## config.mk

```make
export PLATFORM = sky130hd
export DESIGN_NAME = mem_arbiter
export DESIGN_NICKNAME = d
export VERILOG_FILES = /design/src/rtl/mem_arb_pkg.sv /design/src/rtl/arb_wait_timer.sv /design/src/rtl/mem_arbiter.sv
export SDC_FILE = /design/constraint.sdc
export NUM_CORES = 1
export LEC_CHECK = 0
export BUFFER_PORTS_ARGS = -buffer_cell sky130_fd_sc_hd__buf_2
export CORE_MARGIN = 1.5
export CORE_UTILIZATION = 45
export CTS_BUF_LIST = sky130_fd_sc_hd__clkbuf_4 sky130_fd_sc_hd__clkbuf_8
export DETAILED_ROUTE_END_ITERATION = 10
export PLACE_DENSITY = 0.88
export SLEW_MARGIN = 40
export SYNTH_ARGS = -nofsm -noshare
export SYNTH_HDL_FRONTEND = slang
export SYNTH_SLANG_ARGS = --single-unit
```

## constraint.sdc

```tcl
create_clock -name clk -period 10.62 [get_ports clk]
set_input_delay 1.593 -clock clk [delete_from_list [all_inputs] [get_ports clk]]
set_output_delay 1.593 -clock clk [all_outputs]
set_load 0.1 [all_outputs]
```

## src/rtl/mem_arb_pkg.sv

```systemverilog
// Shared types and constants for the instruction/data memory arbiter.
package mem_arb_pkg;

    typedef enum logic [1:0] {
        IDLE   = 2'd0,
        SERV_I = 2'd1,
        SERV_D = 2'd2,
        RESP   = 2'd3
    } state_t;

    typedef enum logic {
        GRANT_I = 1'b0,
        GRANT_D = 1'b1
    } grant_t;

    localparam int unsigned TIMEOUT_DEFAULT = 256;
    localparam int unsigned WAIT_W          = 16;

    // On a collision the requester that did not win last time gets the bus.
    function automatic grant_t pick_grant(input logic i_req, input logic d_req,
                                          input grant_t last);
        grant_t g;
        if (i_req && d_req) begin
            if (last == GRANT_I) g = GRANT_D;
            else                 g = GRANT_I;
        end else if (d_req) begin
            g = GRANT_D;
        end else begin
            g = GRANT_I;
        end
        return g;
    endfunction

endpackage

```

## src/rtl/arb_wait_timer.sv

```systemverilog
// Counts memory wait cycles of the transaction in flight; expire flags TIMEOUT-1.
module arb_wait_timer
    import mem_arb_pkg::*;
#(
    parameter int unsigned TIMEOUT = TIMEOUT_DEFAULT
) (
    input  logic clk,
    input  logic rst,
    input  logic clear,
    input  logic enable,
    output logic expire
);

    localparam logic [WAIT_W-1:0] LIMIT = WAIT_W'(TIMEOUT - 1);

    logic [WAIT_W-1:0] count;

    always_ff @(posedge clk or posedge rst) begin
        if (rst) begin
            count <= '0;
        end else if (clear) begin
            count <= '0;
        end else if (enable) begin
            count <= count + 1'b1;
        end
    end

    assign expire = (count == LIMIT);

endmodule

```

## src/rtl/mem_arbiter.sv

```systemverilog
// Arbitrates instruction fetch and data access onto one memory port with
// alternating priority on collisions and a wait timeout.
module mem_arbiter
    import mem_arb_pkg::*;
#(
    parameter int unsigned TIMEOUT = TIMEOUT_DEFAULT
) (
    input  logic        clk,
    input  logic        rst,
    input  logic        i_req,
    input  logic [31:0] i_addr,
    output logic        i_ready,
    output logic [31:0] i_rdata,
    input  logic        d_req,
    input  logic        d_wen,
    input  logic [31:0] d_addr,
    input  logic [31:0] d_wdata,
    output logic        d_ready,
    output logic [31:0] d_rdata,
    output logic        err,
    output logic        mem_cen,
    output logic        mem_wen,
    output logic [31:0] mem_addr,
    output logic [31:0] mem_wdata,
    input  logic [31:0] mem_rdata,
    input  logic        mem_ready
);

    state_t state, state_next;
    grant_t last_grant, grant_sel;
    logic   grant, done, abort, expire, serving, timed_out;

    assign serving = (state == SERV_I) || (state == SERV_D);

    arb_wait_timer #(.TIMEOUT(TIMEOUT)) u_wait_timer (
        .clk    (clk),
        .rst    (rst),
        .clear  (grant),
        .enable (serving && !mem_ready),
        .expire (expire)
    );

    always_ff @(posedge clk or posedge rst) begin
        if (rst) state <= IDLE;
        else     state <= state_next;
    end

    // mem_ready wins over an expiring counter in the same cycle.
    always_comb begin
        state_next = state;
        grant      = 1'b0;
        done       = 1'b0;
        abort      = 1'b0;
        grant_sel  = pick_grant(i_req, d_req, last_grant);
        case (state)
            IDLE: begin
                if (i_req || d_req) begin
                    grant      = 1'b1;
                    state_next = (grant_sel == GRANT_D) ? SERV_D : SERV_I;
                end
            end
            SERV_I, SERV_D: begin
                if (mem_ready) begin
                    done       = 1'b1;
                    state_next = RESP;
                end else if (expire) begin
                    abort      = 1'b1;
                    state_next = RESP;
                end
            end
            RESP:    state_next = IDLE;
            default: state_next = IDLE;
        endcase
    end

    always_ff @(posedge clk or posedge rst) begin
        if (rst) begin
            last_grant <= GRANT_I;
            mem_addr   <= '0;
            mem_wdata  <= '0;
            mem_wen    <= 1'b0;
            i_rdata    <= '0;
            d_rdata    <= '0;
            timed_out  <= 1'b0;
        end else begin
            if (grant) begin
                last_grant <= grant_sel;
                timed_out  <= 1'b0;
                if (grant_sel == GRANT_D) begin
                    mem_addr  <= d_addr;
                    mem_wen   <= d_wen;
                    mem_wdata <= d_wdata;
                end else begin
                    mem_addr  <= i_addr;
                    mem_wen   <= 1'b0;
                end
            end
            if (done) begin
                if (state == SERV_I)  i_rdata <= mem_rdata;
                else if (!mem_wen)    d_rdata <= mem_rdata;
            end
            if (abort) timed_out <= 1'b1;
        end
    end

    // last_grant still names the served requester while in RESP.
    assign mem_cen = serving;
    assign i_ready = (state == RESP) && (last_grant == GRANT_I);
    assign d_ready = (state == RESP) && (last_grant == GRANT_D);
    assign err     = (state == RESP) && timed_out;

endmodule

```

After elaboration in Yosys (flattened, before gate mapping) --
Cells that the tools add are included.
Word-level totals: bits in registers 149, input port bits 134, output and inout port bits 133, word-level logic and storage cells 56
Operators by class: $add $sub $neg 1, eq/ne operators 6, mux-type cells 21, bitwise operators 3, reductions and logical operators 16
Operators with widths (number):
- $mux 16 | 2
- $mux 32 | 1
- $add 16x1->16 const B | 1
- $eq 16x8->1 const B | 1
- $mux 1 | 13
- $mux 2 | 4
- $pmux 2 s3 | 1
- $reduce_and 2->1 | 3
- $logic_and 1x1->1 | 5
- $eq 2x2->1 const B | 2
- $reduce_bool 2->1 | 2
- $ne 3x3->1 const B | 1
- $not 1->1 | 3
- $reduce_and 3->1 | 1
- $eq 2x1->1 const B | 1
- $logic_not 2->1 | 1
- $logic_or 1x1->1 | 2
- $ne 2x2->1 const B | 1
- $reduce_or 2->1 | 1
- $logic_not 1->1 | 1

Logic depth before layout (Yosys ltp) --
depth after elaboration 5, depth in mapped cells 7, gate-level depth less buffers 6

Hierarchy --
A second synthesis with hierarchy kept.
Unflattened totals: cell total of the unflattened synthesis 499, area, all modules 6296.0 µm²
Modules (own cells, without submodules):
- mem_arbiter | times used 1, cells each 409, area an instance 5424.0 µm², seq. area each 3328.2 µm²
- arb_wait_timer | times used 1, cells each 90, area an instance 872.1 µm², seq. area each 400.4 µm²

Worst setup path before layout --
Ideal clock, no wire load.
kind register to output, start reg state[0], end out i_ready, data arrival time 1871 ps, data required time 9027 ps, slack 7156 ps, cell stages (with the launch flop) 3, path buffers 0, cell sequence dfrtp_1 > ha_1 > nor2b_1
On the way: longest elaborated chain between the ends 2
Ends and longest elaborated chain:
- from (decl) | RTL line mem_arbiter.sv:29 | state_t state, state_next;
- from (signal assigned) | RTL line mem_arbiter.sv:45 | else state <= state_next;
- $eq 2x2->1 | RTL line mem_arbiter.sv:108 | assign i_ready = (state == RESP) && (last_grant == GRANT_I);
- $logic_and 1x1->1 | RTL line mem_arbiter.sv:108
- to (decl) | RTL line mem_arbiter.sv:12 | output logic i_ready,
Every way passes these cells.

Worst setup path in the final report --
start reg state[0], end out mem_cen
On the way: longest elaborated chain between the ends 2
Ends and longest elaborated chain:
- $eq 2x1->1 or $eq 2x2->1 (tied branches) | RTL line mem_arbiter.sv:33 | assign serving = (state == SERV_I) || (state == SERV_D);
- $logic_or 1x1->1 * | RTL line mem_arbiter.sv:33
- to (decl) | RTL line mem_arbiter.sv:21 | output logic mem_cen,
Mark *: on every way between the ends. The rest lies on a longest branch, timed or not.

==> run_results.csv <==
group,metric,value,unit
status,status,"finished clean",
setup_path,required,9.03,ns
timing,setup_tns,0,ns
setup_path,slowest_stage,"buf_2",
setup_path,max_stage_delay,0.49,ns
timing,max_slew_margin,52.6,%
route,routed_wl,14.0,mm
grt,grtUsageTotal,20.1,%
cts,clockBufferDepth,2,
yosys,ys_seq_area_share,60.8,%
route,detail_route.vias_per_cell,4.91,
cts,cts_setup_buffers,0,
grt,grt_pass1_wl,22.7,mm
setup_path,end_kind,"output port",
yosys,synth_compound_gate_area_share,4.45,%
yosys,netlist_area,6130,sq um
yosys,ys_seq_elements,149,
cts,cts-root-buf,"clkbuf_8",
timing,post-route-min-period,3.43,ns
timing,worst_hold_slack,0.480,ns
cts,ctsHoldBuffers,0,
yosys,synthXorXnorAreaFrac,1.29,%
timing,max_freq,292,MHz
cts,clk_pin_slew_worst_paths,0.08,ns
route,first_pass_iters,4,
setup_path,r2r-end,"u_wait_timer.count[13]$_DFFE_PP0P_",
cts,numClockSinks,149,
setup_path,cp.buffers_inverters,2,
setup_path,crit_family,"buffers and inverters",
setup_path,worstSetupPathType,"flip-flop to output port",
cts,clock_latency,0.43,ns
placement,port_buffers,266,
timing,worst_pin_slew,0.711,ns
yosys,synth.mux.area_fraction,23.5,%
setup_path,path_depth,3,
floorplanning,core_area,13300,sq um
route,post_drt_wl_per_cell,15.3,um
yosys,syn-mean-instance-area,13.3,sq um
grt,overflow,0,
floorplanning,ioPinCount,267,
finish,area_delta_synth_final,31.7,%
setup_path,endpoint,"mem_cen",
finish,diodes,0,
cts,cts_buffers,17,
placement,gp_congestion,0.800,
floorplanning,fp.dieH,120,um
hold_path,hold_path.class,"flip-flop to flip-flop",
cts,cts-resized-gates,0,
timing,drv_slew,0,
route,vias,4497,
timing,skew,0.00933,ns
cts,cts_tree,"yes",
yosys,async_flop_share,100,%
yosys,synth.distinct_cells,34,
setup_path,startpoint_type,"flip-flop",
timing,rsz0062_at_grt,"false",
run,cap_viol_max_count,0,
setup_path,cp_max_fo,8,
yosys,syn_nets,599,
setup_path,startpoint,"state[0]$_DFFE_PP0P_",
grt,grt_pass1_vias,4739,
finish,fin_nets,866,
floorplanning,rows,42,
route,ant_nets,0,
placement,dp_hpwl,10.4,mm
setup_path,reg2reg_depth,6,
yosys,yosys.area_share.adder,1.02,%
timing,finalHoldViolCount,0,
setup_path,worstPathCellList,"inv_1 > ha_1 > buf_2",
floorplanning,die_w,120,um
setup_path,r2r-start,"state[0]$_DFFE_PP0P_",
hold_path,whs_path_depth,2,
yosys,synthFlopType,"dfrtp_1",
yosys,syn_inst,460,
timing,final-setup-viol-count,0,
grt,grt_start_max_net_pins,84,
cts,htreeDepth,4,
yosys,synthSimpleGateAreaFrac,6.86,%
yosys,synth_top_family_by_area,"multiplexers",
route,drt_iter0_markers,181,
grt,antenna_found_initial,0,
finish,drive_gt1_share,55.5,%
setup_path,r2r_setup_slack,8.29,ns
timing,post-route-period-util,32.3,%
floorplanning,start_util,46.1,%
route,drc,0,
yosys,yosys_warnings,0,
setup_path,cp_data_arrival_time,1.83,ns
floorplanning,die_area,14300,sq um
yosys,synth_edf_count,0,
## metal layers
| metal | up-vias | GRT usage [%] | share of wire, % |
|---|---|---|---|
| li1 | 2136 | - | - |
| met1 | 2172 | 22.8 | 39 |
| met2 | 170 | 35.7 | 52 |
| met3 | 19 | 5.99 | 7.3 |
| met4 | 0 | 7.44 | 1.7 |
| met5 | - | 0 | 0 |
## layout by cell type (no fill, tap or decap), types with 2 or more instances in the layout
master,n
or3_1,5
and2_1,2
xnor2_1,5
a21oi_1,6
bufinv_16,2
a31o_2,2
or4_4,2
xor2_1,4
clkinv_4,4
buf_4,4
clkinvlp_4,3
nand4b_1,2
ha_1,5
mux2_2,96
inv_6,4
dfrtp_1,149
o21ai_0,38
mux2i_1,36
buf_2,266
nor3_1,4
nand4_1,3
nor2_1,13
nor2b_1,2
nand3_1,2
clkbuf_8,19
inv_1,5
nand2_1,43
## kinds of logic (layout without fill, tap and decap cells)
kind of cell | after synthesis | after routing
XOR/XNOR | 9 | 9
AND/OR/NAND/NOR | 86 | 86
AO/OA/AOI/OAI | 50 | 50
buffers and inverters | 29 | 309
adder cells (fa/ha/maj) | 5 | 5
multiplexers | 132 | 132
flip-flops | 149 | 149
## area by class of cell
type / instances / area (sq um)
clock inverters: 13 / 149
multi-input cells: 282 / 2320
clock buffers: 19 / 262
fillers: 1082 / 5220
inverters: 6 / 27.5
well taps: 176 / 220
flip-flops and latches: 149 / 3730
repair buffers: 271 / 1370
## worst min-delay path by stage
stage,start,endpoint,slack (ns)
CTS,mem_addr[19]$_DFFE_PP0P_,mem_addr[19]$_DFFE_PP0P_,0.48
global route,mem_addr[11]$_DFFE_PP0P_,mem_addr[11]$_DFFE_PP0P_,0.51
finish,mem_addr[19]$_DFFE_PP0P_,mem_addr[19]$_DFFE_PP0P_,0.48
detailed placement,mem_addr[22]$_DFFE_PP0P_,mem_addr[22]$_DFFE_PP0P_,0.47
floorplan,timed_out$_DFFE_PP0P_,timed_out$_DFFE_PP0P_,0.44
global placement,mem_addr[26]$_DFFE_PP0P_,mem_addr[26]$_DFFE_PP0P_,0.46
## per-stage QoR
stage / setup slack [ns] / cells / instance area [sq um] / util [%]
finish: 7.19 / 916 / 8080 / 60.8
global route: 7.11 / 916 / 8080 / 60.8
CTS: 7.20 / 916 / 8070 / 60.7
detailed placement: 7.45 / 884 / 7660 / 57.6
global placement: 7.42 / 884 / 7650 / 57.6
floorplan: 5.02 / 460 / 6130 / -
## cells in the mapped netlist, drive strengths merged, types with 5 or more instances
master | number | area, sq um
clkbuf | 10 | 37.5
buf | 13 | 67.6
ha | 5 | 62.6
nand2 | 43 | 161
dfrtp | 149 | 3730
nor3 | 5 | 25.0
xnor2 | 5 | 43.8
a21oi | 6 | 30.0
mux2i | 36 | 360
mux2 | 96 | 1080
o21ai | 39 | 195
inv | 6 | 22.5
nor2 | 13 | 48.8
or3 | 5 | 31.3
## registers in the layout, indices dropped and copies added, names as in the netlist
register / cells
d_rdata: 32
i_rdata: 32
mem_addr: 32
mem_wdata: 32
u_wait_timer.count: 16
state: 2
last_grant: 1
mem_wen: 1
timed_out: 1
## worst reg2reg max path, stage by stage (launching register included)
cell      delay, ns
dfrtp_1        0.38
inv_1          0.09
ha_1           0.45
nand4b_1       0.24
or4_4          0.56
or3_1          0.37
a21oi_1        0.17
Power is not shown: default switching activity piles up to over one toggle a cycle in this logic, so the estimate is an artifact.
